[config.mk]
export PLATFORM = sky130hd
export DESIGN_NAME = network_sequencer
export DESIGN_NICKNAME = d
export VERILOG_FILES = /design/src/rtl/network_pkg.sv /design/src/rtl/network_sequencer_network.sv /design/src/rtl/network_sequencer.sv
export SDC_FILE = /design/constraint.sdc
export NUM_CORES = 1
export LEC_CHECK = 0
export CAP_MARGIN = 10
export CORE_ASPECT_RATIO = 2
export CORE_MARGIN = 3
export CORE_UTILIZATION = 55
export DETAILED_ROUTE_END_ITERATION = 8
export PLACE_DENSITY = 0.79
export SYNTH_ARGS = -nofsm -noshare
export SYNTH_HDL_FRONTEND = slang
export SYNTH_SLANG_ARGS = --single-unit
[constraint.sdc]
create_clock -name clk -period 3.4 [get_ports clk]
set_clock_uncertainty 0.1 [all_clocks]
set_input_delay 0.51 -clock clk [delete_from_list [all_inputs] [get_ports clk]]
set_output_delay 0.51 -clock clk [all_outputs]
set_load 0.05 [all_outputs]
[src/rtl/network_pkg.sv]
// Shared types and constants for the bitstream network run controller.
package network_pkg;

    typedef enum logic [3:0] {
        ST_IDLE    = 4'd0,
        ST_LOAD    = 4'd1,
        ST_COMPUTE = 4'd2,
        ST_CAPTURE = 4'd3,
        ST_DONE    = 4'd4
    } seq_state_t;

    localparam int STATUS_DONE      = 0;
    localparam int STATUS_CONT      = 1;
    localparam int STATUS_VALID     = 2;
    localparam int STATUS_BUSY      = 3;
    localparam int STATUS_STATE_LSB = 4;

    localparam int DEFAULT_LEN_WIDTH = 8;

endpackage

[src/rtl/network_sequencer_network.sv]
// Bitstream network core: while compute is high, every output accumulates
// the sum of all operands plus its own output index.
module network #(
    parameter int INPUT_SIZE  = 2,
    parameter int OUTPUT_SIZE = 1
) (
    input  logic clk,
    input  logic n_rst,
    input  logic compute,
    input  int   data_in  [0:INPUT_SIZE-1],
    output int   data_out [0:OUTPUT_SIZE-1]
);

    int operand_sum;

    always_comb begin
        operand_sum = 0;
        for (int i = 0; i < INPUT_SIZE; i++) begin
            operand_sum = operand_sum + data_in[i];
        end
    end

    generate
        for (genvar gi = 0; gi < OUTPUT_SIZE; gi++) begin : g_out
            int acc_reg;

            always_ff @(posedge clk or negedge n_rst) begin
                if (!n_rst) begin
                    acc_reg <= 0;
                end else if (compute) begin
                    acc_reg <= acc_reg + operand_sum + gi;
                end
            end

            assign data_out[gi] = acc_reg;
        end
    endgenerate

endmodule

[src/rtl/network_sequencer.sv]
// Run controller: snapshots operands and length, clears the network, runs it
// for stream_len+1 compute cycles and holds the captured result.
module network_sequencer
    import network_pkg::*;
#(
    parameter int INPUT_SIZE  = 2,
    parameter int OUTPUT_SIZE = 1,
    parameter int LEN_WIDTH   = DEFAULT_LEN_WIDTH,
    parameter int CNT_WIDTH   = 16
) (
    input  logic                 clk,
    input  logic                 n_rst,
    input  logic                 start,
    input  logic                 abort,
    input  logic                 continuous,
    input  logic [LEN_WIDTH-1:0] stream_len,
    input  int                   data_in  [0:INPUT_SIZE-1],
    output int                   data_out [0:OUTPUT_SIZE-1],
    output logic                 result_valid,
    output logic                 done,
    output logic                 busy,
    output logic [CNT_WIDTH-1:0] run_count,
    output logic [7:0]           status
);

    seq_state_t           state_reg;
    seq_state_t           state_next;
    logic                 latch_en;
    logic                 abort_run;

    int                   data_snap_reg [0:INPUT_SIZE-1];
    logic [LEN_WIDTH-1:0] len_snap_reg;
    logic                 cont_snap_reg;
    logic [LEN_WIDTH:0]   place_reg;
    logic                 last_place;

    int                   data_out_reg [0:OUTPUT_SIZE-1];
    int                   net_out      [0:OUTPUT_SIZE-1];
    logic                 result_valid_reg;
    logic                 done_reg;
    logic [CNT_WIDTH-1:0] run_count_reg;

    logic                 compute;
    logic                 net_clear;
    logic                 net_rst_n;

    assign abort_run  = abort && (state_reg != ST_IDLE);
    // Extra counter bit lets an all-ones length run 2^LEN_WIDTH cycles.
    assign last_place = (place_reg == {1'b0, len_snap_reg});

    always_comb begin
        state_next = state_reg;
        latch_en   = 1'b0;
        unique case (state_reg)
            ST_IDLE: begin
                if (start && !abort) begin
                    state_next = ST_LOAD;
                    latch_en   = 1'b1;
                end
            end
            ST_LOAD:    state_next = ST_COMPUTE;
            ST_COMPUTE: if (last_place) state_next = ST_CAPTURE;
            ST_CAPTURE: state_next = ST_DONE;
            ST_DONE: begin
                if (cont_snap_reg) begin
                    state_next = ST_LOAD;
                    latch_en   = 1'b1;
                end else if (!start) begin
                    state_next = ST_IDLE;
                end
            end
            default: state_next = ST_IDLE;
        endcase
        if (abort_run) begin
            state_next = ST_IDLE;
            latch_en   = 1'b0;
        end
    end

    always_ff @(posedge clk or negedge n_rst) begin
        if (!n_rst) begin
            state_reg        <= ST_IDLE;
            len_snap_reg     <= '0;
            cont_snap_reg    <= 1'b0;
            place_reg        <= '0;
            result_valid_reg <= 1'b0;
            done_reg         <= 1'b0;
            run_count_reg    <= '0;
            for (int i = 0; i < INPUT_SIZE; i++) data_snap_reg[i] <= 0;
            for (int j = 0; j < OUTPUT_SIZE; j++) data_out_reg[j] <= 0;
        end else begin
            state_reg <= state_next;
            done_reg  <= (state_reg == ST_CAPTURE) && (state_next == ST_DONE);

            if (latch_en) begin
                len_snap_reg     <= stream_len;
                cont_snap_reg    <= continuous;
                result_valid_reg <= 1'b0;
                for (int i = 0; i < INPUT_SIZE; i++) data_snap_reg[i] <= data_in[i];
            end

            if (state_reg == ST_LOAD) begin
                place_reg <= '0;
            end else if (state_reg == ST_COMPUTE) begin
                place_reg <= place_reg + 1'b1;
            end

            if (abort_run) begin
                result_valid_reg <= 1'b0;
            end else if (state_reg == ST_CAPTURE) begin
                result_valid_reg <= 1'b1;
                run_count_reg    <= run_count_reg + 1'b1;
                for (int j = 0; j < OUTPUT_SIZE; j++) data_out_reg[j] <= net_out[j];
            end
        end
    end

    // Abort kills compute in the same cycle, before the state register reacts.
    assign compute   = (state_reg == ST_COMPUTE) && !abort;
    assign net_clear = (state_reg == ST_LOAD);
    assign net_rst_n = n_rst && !net_clear;

    network #(
        .INPUT_SIZE  (INPUT_SIZE),
        .OUTPUT_SIZE (OUTPUT_SIZE)
    ) u_network (
        .clk      (clk),
        .n_rst    (net_rst_n),
        .compute  (compute),
        .data_in  (data_snap_reg),
        .data_out (net_out)
    );

    assign busy = (state_reg == ST_LOAD) || (state_reg == ST_COMPUTE) ||
                  (state_reg == ST_CAPTURE);

    generate
        for (genvar gi = 0; gi < OUTPUT_SIZE; gi++) begin : g_dout
            assign data_out[gi] = data_out_reg[gi];
        end
    endgenerate

    assign result_valid = result_valid_reg;
    assign done         = done_reg;
    assign run_count    = run_count_reg;

    always_comb begin
        status                           = '0;
        status[STATUS_STATE_LSB +: 4]    = state_reg;
        status[STATUS_BUSY]              = busy;
        status[STATUS_VALID]             = result_valid_reg;
        status[STATUS_CONT]              = cont_snap_reg;
        status[STATUS_DONE]              = done_reg;
    end

endmodule

==> results by group, run 1 <==
Status
  • Status: finished, final reports clean

Detailed routing
  • DRC errors left: 0
  • Avg WL per Cell: 17.7 µm
  • Detailed router's first-iteration violation count: 181
  • DR vias: 6,398
  • Drt pass-1 iters: 4
  • Routed Wire Length: 20.3 mm
  • Antenna viol nets, final: 0
  • Drt via density: 5.56

Clock tree
  • CTS buffer count: 17
  • CTS hold repair buffers: 0
  • CTS root buf: clkbuf_16
  • CTS tree: built
  • CTS sink count: 168
  • Worst-skew pair later-pin latency: 0.43 ns
  • Clk slew on worst S/H paths: 0.07 ns
  • Max clock buf depth: 2
  • Max H-tree Level: 4

Layout
  • Layout cells sized above 1: 15.2%
  • Layout net count: 1,078
  • Area Overhead vs Synth: 24.6%
  • Diodes inserted: 0
  • Multi-input logic area: 4510 µm²
  • Register area: 4200 µm²
  • Max reg flops: 64
  • Fill count: 1,182

Synth
  • XOR/XNOR share of the synthesized area: 5.14%
  • Compound-Gate Fraction of Synth Area: 9.55%
  • Top-count cell post-synth: dfrtp_1
  • Ys Warns: 0
  • Gate Count Post-Synth: 803
  • Most common flop cell mapped by yosys: dfrtp_1
  • Post-synth top cells: dfrtp_1, nand2_1, mux2_2
  • Yosys top cell area share: 47.5%
  • Mapped cell area: 8860 µm²
  • Area contributors post-synth: dfrtp_1, mux2_2, fa_1
  • Mux cell area share after synthesis: 9.65%
  • EDFF count, synth: 0
  • Yosys cell types: 66
  • Yosys reg bits: 168
  • Largest area contributor in the netlist: dfrtp_1
  • Share of synthesized registers carrying an async set or reset: 100%
  • Syn avg cell area: 11.0 µm²
  • Largest family of logic cells by synthesized area: simple AND/OR/NAND/NOR gates
  • Mapped Nets: 944
  • Synth Area in Simple Gates: 14.4%
  • Synth Area in Adders: 11.8%
  • Register area share after synthesis: 47.5%

Power
  • P per Cell Area: 790 nW/µm²
  • Leak pwr: 0.00503 µW
  • Peak VDD IR: 0.532 mV

Floorplan
  • # IOs: 136
  • Die width: 95.7 µm
  • Die area: 17,800 µm²
  • Row cnt: 65
  • Core ar.: 15,800 µm²
  • Chip Height: 185 µm
  • Initial core utilization: 56.1%

Setup path
  • Worst Path Max Fanout: 4
  • Crit. End Element: flip-flop
  • Worst Path Buf+Inv: 0
  • Critical-path cell list: fa_1 > ha_1 > o21ai_0 > o21bai_1 > nand3_1 > a31oi_1 > o31ai_2 > a21boi_0 > o21a_1 > o31ai_1
  • Slowest CP cell: fa_1
  • Setup CP Type: reg2reg
  • Max incr delay on CP: 0.50 ns
  • Setup crit start kind: flip-flop
  • WP data arrival: 3.41 ns
  • Largest delay contributor family on the critical path: compound AO/OA/AOI/OAI gates
  • Critical Path RT: 3.64 ns

Place
  • Final HPWL DP: 14.9 mm
  • I/O Buffers: 135
  • GP Congestion: 0.919

Timing
  • Tcrit/Tclk final: 93.3%
  • Setup violators final: 0
  • Fin. Hold Viols: 0
  • Worst slew pin tran: 0.813 ns
  • Fin Hold WS: 0.120 ns
  • RSZ-0062 raised after global routing: false
  • Max-slew violations: 0
  • Setup tns final: 0 ns
  • Slew headroom: 45.6%
  • Min Clock Period, post-route: 3.17 ns
  • Max Clock Freq: 0.315 GHz

Global route
  • Initial antenna violation count: 0
  • GR Overflow Total: 0
  • Largest net degree at the start of global routing: 137
  • Tot GR Track Use: 24.7%
  • First-pass GRT wire length: 33.6 mm
  • Vias in the first global route: 6,973

Worst hold path
  • Hold/Removal Path Class: in2async

Run
  • Maxcap violations: 0
placed cells by master, fill, tap and decap left out, types with 7 or more instances in the layout:
master / synthesis / layout
clkdlybuf4s50_1: 0 / 134
nand4_1: 14 / 14
xnor2_1: 27 / 27
nor2_1: 39 / 39
nor3_1: 10 / 10
a21o_1: 14 / 14
dfrtp_1: 168 / 168
o21ai_0: 34 / 34
fa_1: 32 / 31
a21oi_1: 27 / 26
nand2_1: 163 / 162
o21ai_1: 7 / 7
mux2_2: 75 / 75
ha_1: 32 / 32
buf_4: 4 / 8
xor2_1: 25 / 25
inv_1: 11 / 11
nand3_1: 10 / 10
clkbuf_16: 0 / 17
final cells by class:
class,instances,share of cell area (%)
flip-flops and latches,168,38.1
inverters,12,0.408
clock inverters,12,1.08
well taps,201,2.28
clock buffers,20,4.14
repair buffers,145,13.2
multi-input cells,593,40.9
worst reg2reg max path, stage by stage (launching register included):
cell      delay, ns
dfrtp_1        0.39
fa_1           0.50
ha_1           0.37
o21ai_0        0.30
o21bai_1       0.19
nand3_1        0.17
a31oi_1        0.16
o31ai_2        0.33
a21boi_0       0.18
o21a_1         0.20
o31ai_1        0.21
metal layers:
layer	GRT usage, %	up-vias	share of wire [%]
met3	4.21	28	3.7
met1	26.7	3154	36
met4	7.87	0	1.8
met5	0	-	0
li1	-	3038	-
met2	47.2	178	58
kinds of logic after synthesis:
| kind of cell | count (synthesis) |
|---|---|
| AOI/OAI and AO/OA | 124 |
| adders and majority gates | 64 |
| DFF | 168 |
| and+or+nand+nor | 276 |
| muxes | 76 |
| other | 1 |
| xor gates and xnor gates | 52 |
| buffers and inverters | 42 |
worst paths after layout:
path | startpoint | endpoint | slack [ns] | depth (start not counted)
setup / recovery | data_snap_reg[3] | u_network.data_out[24] | 0.23 | 10
hold / removal | n_rst | run_count[3] | 0.12 | 2
setup reg to reg | data_snap_reg[3] | u_network.data_out[24] | 0.23 | 10
hold reg to reg | data_out[13] | data_out[13] | 0.37 | 2
max in group asynchronous | state_reg[2] | u_network.data_out[14] | 1.58 | 5
min in group clk | data_out[13] | data_out[13] | 0.37 | 2
through the flow:
step           total power, µW  utilization, %  cell area [µm²]  std cells  setup slack (ns)
2_1_floorplan             5780               -             8860        803             0.137
3_3_place_gp              6690            66.2            10400       1119             0.202
3_5_place_dp              6770            66.2            10400       1119             0.134
4_1_cts                   8700            69.8            11000       1151             0.129
5_1_grt                   9360            70.0            11000       1151            0.0582
6_report                  8720            70.0            11000       1151             0.228
repair_timing:
action	in CTS	in global routing
endpoints found under the setup margin	0	4
hold endpoints to repair	0	0
resized for setup	0	4
buffers inserted	0	0
power by group:
| group | total (µW) | switching, µW | internal, µW |
|---|---|---|---|
| sequential | 2680 | 329 | 2350 |
| clock | 1880 | 825 | 1060 |
| combinational | 4160 | 2330 | 1830 |
| total | 8720 | 3480 | 5240 |
No activity file was read; power rests on OpenSTA's default activity.
==> run 2, diff against run 1 <==
--- a/config.mk
+++ b/config.mk
@@ -9,7 +9,10 @@
 export CORE_ASPECT_RATIO = 2
 export CORE_MARGIN = 3
 export CORE_UTILIZATION = 55
+export CTS_CLUSTER_DIAMETER = 30
 export DETAILED_ROUTE_END_ITERATION = 8
+export GPL_TIMING_DRIVEN = 0
+export MAX_ROUTING_LAYER = met4
 export PLACE_DENSITY = 0.79
 export SYNTH_ARGS = -nofsm -noshare
 export SYNTH_HDL_FRONTEND = slang
==> run 2 against run 1 <==
Compared with the run above: hold slack improved by 0.22 ns; total power rose by 1.3%; setup slack got worse by 0.17 ns; combinational power rose by 2%; wire length rose by 5.3%; sequential share of layout area fell by 0.38 points; critical path type unchanged; largest power group unchanged; clock power barely moved; register-to-register slack got worse by 0.17 ns; via count rose by 3.8%; critical path depth did not move; first-iteration DRC count rose by 64%.
==> results by group, run 2 (same netlist as run 1, synthesis figures left out) <==
Status
  • Status: finished, final reports clean (unchanged)

Layout
  • Most common cell after layout, fill and taps aside: dfrtp_1 (unchanged)
  • Max reg flops: 64 (unchanged)
  • Diodes inserted: 0 (unchanged)
  • Layout cells sized above 1: 15.4% (was 15.2%)
  • Post-layout util: 70.7% (was 70.0%)
  • Commonest non-fill, non-tap cells in the layout: dfrtp_1, nand2_1, clkdlybuf4s50_1 (unchanged)
  • Layout net count: 1,101 (was 1,078)
  • Fin cells: 1,174 (was 1,151)
  • Area Overhead vs Synth: 25.9% (was 24.6%)

Setup path
  • Setup CP Type: reg2reg (unchanged)
  • Critical Path RT: 3.63 ns (was 3.64 ns)
  • Worst Path Max Fanout: 4 (unchanged)
  • Reg2reg setup slack: 0.06 ns (was 0.23 ns)
  • Critical R2R Launch: data_snap_reg[3] (unchanged)
  • WP data arrival: 3.57 ns (was 3.41 ns)
  • Reg-to-Reg End: u_network.data_out[24] (unchanged)
  • Crit. End Element: flip-flop (unchanged)
  • Setup crit start kind: flip-flop (unchanged)
  • Worst Reg-to-Reg Cells: 10 (unchanged)

Global route
  • First-pass GRT wire length: 34.3 mm (was 33.6 mm)
  • Busiest grt layer: met2 (unchanged)
  • Initial antenna violation count: 0 (unchanged)
  • Met1 Usage GRT: 27.0% (was 26.7%)
  • Grt met2 use: 48.7% (was 47.2%)
  • Grt met3 use: 4.29% (was 4.21%)
  • Vias in the first global route: 7,076 (was 6,973)
  • Largest net degree at the start of global routing: 85 (was 137)
  • Tot GR Track Use: 26.1% (was 24.7%)
  • GR Overflow Total: 0 (unchanged)

Timing
  • Setup tns final: 0 ns (unchanged)
  • Fin. Hold Viols: 0 (unchanged)
  • Worst slew pin tran: 0.730 ns (was 0.813 ns)
  • Min Clock Period, post-route: 3.34 ns (was 3.17 ns)
  • Setup violators final: 0 (unchanged)
  • Max-slew violations: 0 (unchanged)
  • Fin Hold WS: 0.335 ns (was 0.120 ns)
  • Tcrit/Tclk final: 98.3% (was 93.3%)
  • Slew headroom: 51.1% (was 45.6%)
  • Final WS setup: 0.0578 ns (was 0.228 ns)
  • Max Clock Freq: 0.299 GHz (was 0.315 GHz)

Floorplan
  • # IOs: 136 (unchanged)
  • Die width: 95.7 µm (unchanged)
  • Initial core utilization: 56.1% (unchanged)
  • Row cnt: 65 (unchanged)
  • Chip Height: 185 µm (unchanged)
  • Core ar.: 15,800 µm² (unchanged)
  • Die area: 17,800 µm² (unchanged)

Worst hold path
  • Worst hold path startpoint: abort
  • WHS Endpoint: state_reg[1]
  • Hold path depth: 2
  • Hold/Removal Path Class: in2reg (was in2async)

Clock tree
  • Clk slew on worst S/H paths: 0.07 ns (about the same)
  • CTS tree: built (unchanged)
  • Max H-tree Level: 4 (unchanged)
  • CTS root buf: clkbuf_16 (unchanged)
  • Worst-skew pair later-pin latency: 0.43 ns (about the same)
  • Max clock buf depth: 2 (unchanged)
  • CTS sink count: 168 (unchanged)
  • CTS buffer count: 17 (unchanged)

Detailed routing
  • Drt pass-1 iters: 6 (was 4)
  • Detailed router's first-iteration violation count: 296 (was 181)
  • Routed Wire Length: 21.4 mm (was 20.3 mm)
  • Avg WL per Cell: 18.2 µm (was 17.7 µm)
  • Antenna viol nets, final: 0 (unchanged)
  • DR vias: 6,641 (was 6,398)
  • Drt via density: 5.66 (was 5.56)
  • DRC errors left: 0 (unchanged)

Place
  • # placed instances: 1,140 (was 1,119)
  • Final HPWL DP: 16.1 mm (was 14.9 mm)
  • I/O Buffers: 134 (was 135)
  • GP Congestion: 0.914 (was 0.919)
  • Pre-CTS setup slack: 0.0189 ns (was 0.134 ns)

Run
  • Maxcap violations: 0 (unchanged)

Power
  • Leak pwr: 0.00506 µW (was 0.00503 µW)
  • Peak VDD IR: 0.418 mV (was 0.532 mV)
  • P per Cell Area: 793 nW/µm² (was 790 nW/µm²)
[run 2: cell count changes in the layout (fill, tap and decap cells not counted), sizes merged]
| cell | change |
|---|---|
| clkbuf | +14 |
| buf | +9 |
| clkdlybuf4s50 | -1 |
| clkinv | -1 |
| clkinvlp | +1 |
| dlygate4sd3 | +1 |
[run 2: worst max-delay path by stage]
stage,from,end,slack (ns),cells past startpoint
6_report,data_snap_reg[3],u_network.data_out[24],0.06,10
5_1_grt,data_snap_reg[1],u_network.data_out[15],-0.04,11
4_1_cts,data_snap_reg[1],u_network.data_out[21],0.008,11
3_5_place_dp,data_snap_reg[1],u_network.data_out[21],0.02,11
3_3_place_gp,n_rst,u_network.data_out[14],-5.41,2
2_1_floorplan,state_reg[2],u_network.data_out[0],0.14,5
[run 2: cell type report]
type / instances / area [µm²]
buffer: 30 / 136
clock buffer: 20 / 467
clock inverter: 12 / 118
fill: 1169 / 4630
inverter: 12 / 45.0
multi-input combinational: 593 / 4520
sequential: 168 / 4200
tap: 201 / 251
timing repair buffer: 138 / 1410
[run 2: worst max-delay path, cell delays in order (launching register included)]
cell	delay (ns)
dfrtp_1	0.40
fa_1	0.49
ha_1	0.38
o21ai_0	0.14
o21bai_1	0.33
nand3_1	0.18
a31oi_1	0.34
o31ai_2	0.15
a21boi_0	0.40
nor3_1	0.13
o31ai_2	0.20
[run 2: power by group]
group / switching [µW] / internal, µW
Clock: 831 / 1080
Combinational: 2380 / 1870
Sequential: 328 / 2350
Total: 3540 / 5300
[run 2: timing repair]
action,4_1_cts,5_1_grt
resized for setup,0,8
endpoints found under the setup margin,0,6
hold buffers,1,0
buffers inserted,0,1
endpoints found under the hold margin,53,0
[run 2: metrics by stage]
stage	cell area [µm²]	power [µW]
detailed placement	10500	6740
finish	11100	8840
CTS	11100	8710
global route	11100	9450
floorplan	8860	5780
global placement	10500	6640
[run 2: layer usage]
metal / part of all wire (%) / up-vias
li1: - / 3096
met1: 36 / 3318
met2: 58 / 179
met3: 3.4 / 48
met4: 2.8 / 0
met5: 0 / -
==> run 3, diff against run 2 <==
--- a/config.mk
+++ b/config.mk
@@ -13,7 +13,7 @@
 export DETAILED_ROUTE_END_ITERATION = 8
 export GPL_TIMING_DRIVEN = 0
 export MAX_ROUTING_LAYER = met4
-export PLACE_DENSITY = 0.79
+export PLACE_DENSITY = 0.81
 export SYNTH_ARGS = -nofsm -noshare
 export SYNTH_HDL_FRONTEND = slang
 export SYNTH_SLANG_ARGS = --single-unit
==> run 3 against run 2 <==
Compared with the run above: hold slack got worse by 0.0041 ns; clock power barely moved; critical path depth did not move; register-to-register slack improved by 0.09 ns; combinational power barely moved; core utilization fell by 0.087 points; via count rose by 0.21%; critical path type unchanged; highest routed layer unchanged; die area did not move; sequential power barely moved; setup slack improved by 0.091 ns; clock-buffer cell count fell by 1.
==> results by group, run 3 (same netlist as run 1, synthesis figures left out) <==
Status
  • Status: finished, final reports clean (unchanged)

Clock tree
  • Max clock buf depth: 2 (unchanged)
  • CTS root buf: clkbuf_16 (unchanged)
  • Max H-tree Level: 4 (unchanged)
  • CTS buffer count: 17 (unchanged)
  • Worst-skew pair later-pin latency: 0.43 ns (about the same)
  • CTS sink count: 168 (unchanged)
  • Clk slew on worst S/H paths: 0.06 ns (was 0.07 ns)
  • CTS tree: built (unchanged)

Power
  • Leak pwr: 0.00506 µW (about the same)
  • Peak VDD IR: 0.544 mV (was 0.418 mV)
  • P per Cell Area: 793 nW/µm² (about the same)

Detailed routing
  • Drt pass-1 iters: 5 (was 6)
  • DRC errors left: 0 (unchanged)
  • Detailed router's first-iteration violation count: 270 (was 296)
  • Drt via density: 5.67 (was 5.66)
  • Routed Wire Length: 21.8 mm (was 21.4 mm)
  • Avg WL per Cell: 18.6 µm (was 18.2 µm)
  • DR vias: 6,655 (was 6,641)
  • Antenna viol nets, final: 0 (unchanged)

Place
  • Pre-CTS setup slack: 0.0477 ns (was 0.0189 ns)
  • Final HPWL DP: 16.2 mm (was 16.1 mm)
  • # placed instances: 1,140 (unchanged)
  • DP Area: 10,500 µm² (unchanged)
  • I/O Buffers: 134 (unchanged)
  • GP Congestion: 0.950 (was 0.914)

Floorplan
  • Core ar.: 15,800 µm² (unchanged)
  • Initial core utilization: 56.1% (unchanged)
  • Row cnt: 65 (unchanged)
  • # IOs: 136 (unchanged)
  • Die width: 95.7 µm (unchanged)
  • Chip Height: 185 µm (unchanged)
  • Die area: 17,800 µm² (unchanged)

Setup path
  • Reg2reg setup slack: 0.15 ns (was 0.06 ns)
  • Critical Path Source: data_snap_reg[13] (was data_snap_reg[3])
  • Setup CP Type: reg2reg (unchanged)
  • Critical R2R Launch: data_snap_reg[13] (was data_snap_reg[3])
  • Worst Reg-to-Reg Cells: 10 (unchanged)
  • Critical Path RT: 3.63 ns (about the same)
  • Worst Path Max Fanout: 6 (was 4)
  • WP data arrival: 3.48 ns (was 3.57 ns)
  • Reg-to-Reg End: u_network.data_out[24] (unchanged)
  • Critical Path End: u_network.data_out[24] (unchanged)
  • Setup crit start kind: flip-flop (unchanged)
  • Crit. End Element: flip-flop (unchanged)

Run
  • Maxcap violations: 0 (unchanged)

Timing
  • Min Clock Period, post-route: 3.25 ns (was 3.34 ns)
  • Max-slew violations: 0 (unchanged)
  • RSZ-0062 raised after global routing: true
  • Slew headroom: 50.2% (was 51.1%)
  • Fin Hold WS: 0.331 ns (was 0.335 ns)
  • Max Clock Freq: 0.308 GHz (was 0.299 GHz)
  • Setup violators final: 0 (unchanged)
  • Tcrit/Tclk final: 95.6% (was 98.3%)
  • Final WS setup: 0.149 ns (was 0.0578 ns)
  • Fin. Hold Viols: 0 (unchanged)
  • Setup tns final: 0 ns (unchanged)
  • Worst slew pin tran: 0.744 ns (was 0.730 ns)

Global route
  • Vias in the first global route: 7,297 (was 7,076)
  • First-pass GRT wire length: 35.3 mm (was 34.3 mm)
  • GR Overflow Total: 0 (unchanged)
  • Initial antenna violation count: 0 (unchanged)
  • Largest net degree at the start of global routing: 83 (was 85)
  • Tot GR Track Use: 26.7% (was 26.1%)

Layout
  • Fin cells: 1,174 (unchanged)
  • Diodes inserted: 0 (unchanged)
  • Area Overhead vs Synth: 25.7% (was 25.9%)
  • Post-route cell area: 11,100 µm² (about the same)
  • Fill count: 1,157 (was 1,169)
  • Commonest non-fill, non-tap cells in the layout: dfrtp_1, nand2_1, clkdlybuf4s50_1 (unchanged)
  • Layout cells sized above 1: 15.6% (was 15.4%)
  • Max reg flops: 64 (unchanged)
  • Layout net count: 1,101 (unchanged)
  • Most common cell after layout, fill and taps aside: dfrtp_1 (unchanged)

Worst hold path
  • Worst hold path startpoint: abort (unchanged)
  • Hold/Removal Path Class: in2reg (unchanged)
## run 3: worst min-delay path by stage
stage,endpoint,slack (ns),depth (start not counted)
final,state_reg[1],0.33,2
after global routing,state_reg[1],0.37,2
after CTS,state_reg[1],0.32,2
after detailed placement,data_out[11],0.36,2
after global placement,run_count[15],0.35,1
after floorplan,cont_snap_reg,0.11,0
## run 3: area by class of cell
cell class / count / area (µm²) / area share (%)
Multi-Input combinational cell: 593 / 4520 / 40.6
Sequential cell: 168 / 4200 / 37.8
Timing Repair Buffer: 138 / 1410 / 12.6
Clock buffer: 19 / 453 / 4.07
Tap cell: 201 / 251 / 2.26
Buffer: 30 / 136 / 1.22
Clock inverter: 13 / 120 / 1.08
Inverter: 12 / 45.0 / 0.404
## run 3: repair_timing
item                       in CTS  in global routing
setup endpoints to repair       0                  8
gates resized for setup         0                  9
hold buffers                    1                  0
hold endpoints to repair       55                  0
setup buffers                   0                  1
## run 3: metrics by stage
stage	utilization (%)	total power, µW
6_report	70.6	8830
2_1_floorplan	-	5780
3_5_place_dp	66.6	6770
5_1_grt	70.6	9460
3_3_place_gp	66.2	6670
4_1_cts	70.3	8730
## run 3: worst max-delay path, stage by stage (launching register included)
cell and delay [ns]:
dfrtp_1 0.41, fa_1 0.49, ha_1 0.42, a21oi_1 0.16
o21ai_1 0.13, a32oi_1 0.30, a31oi_2 0.17, o31ai_2 0.37
a21boi_0 0.20, o21a_1 0.20, o31ai_1 0.22
## run 3: power by group
group / switching [µW] / internal [µW] / total [µW]
clock: 834 / 1050 / 1890
combinational: 2390 / 1870 / 4260
sequential: 330 / 2350 / 2680
total: 3560 / 5270 / 8830
## run 3: layer usage
layer	GRT usage, %	up-vias	share of wire, %
met5	-	-	0
met4	10.7	0	3.1
met3	3.64	53	3.3
met2	50.1	169	58
met1	27.2	3341	35
li1	-	3092	-
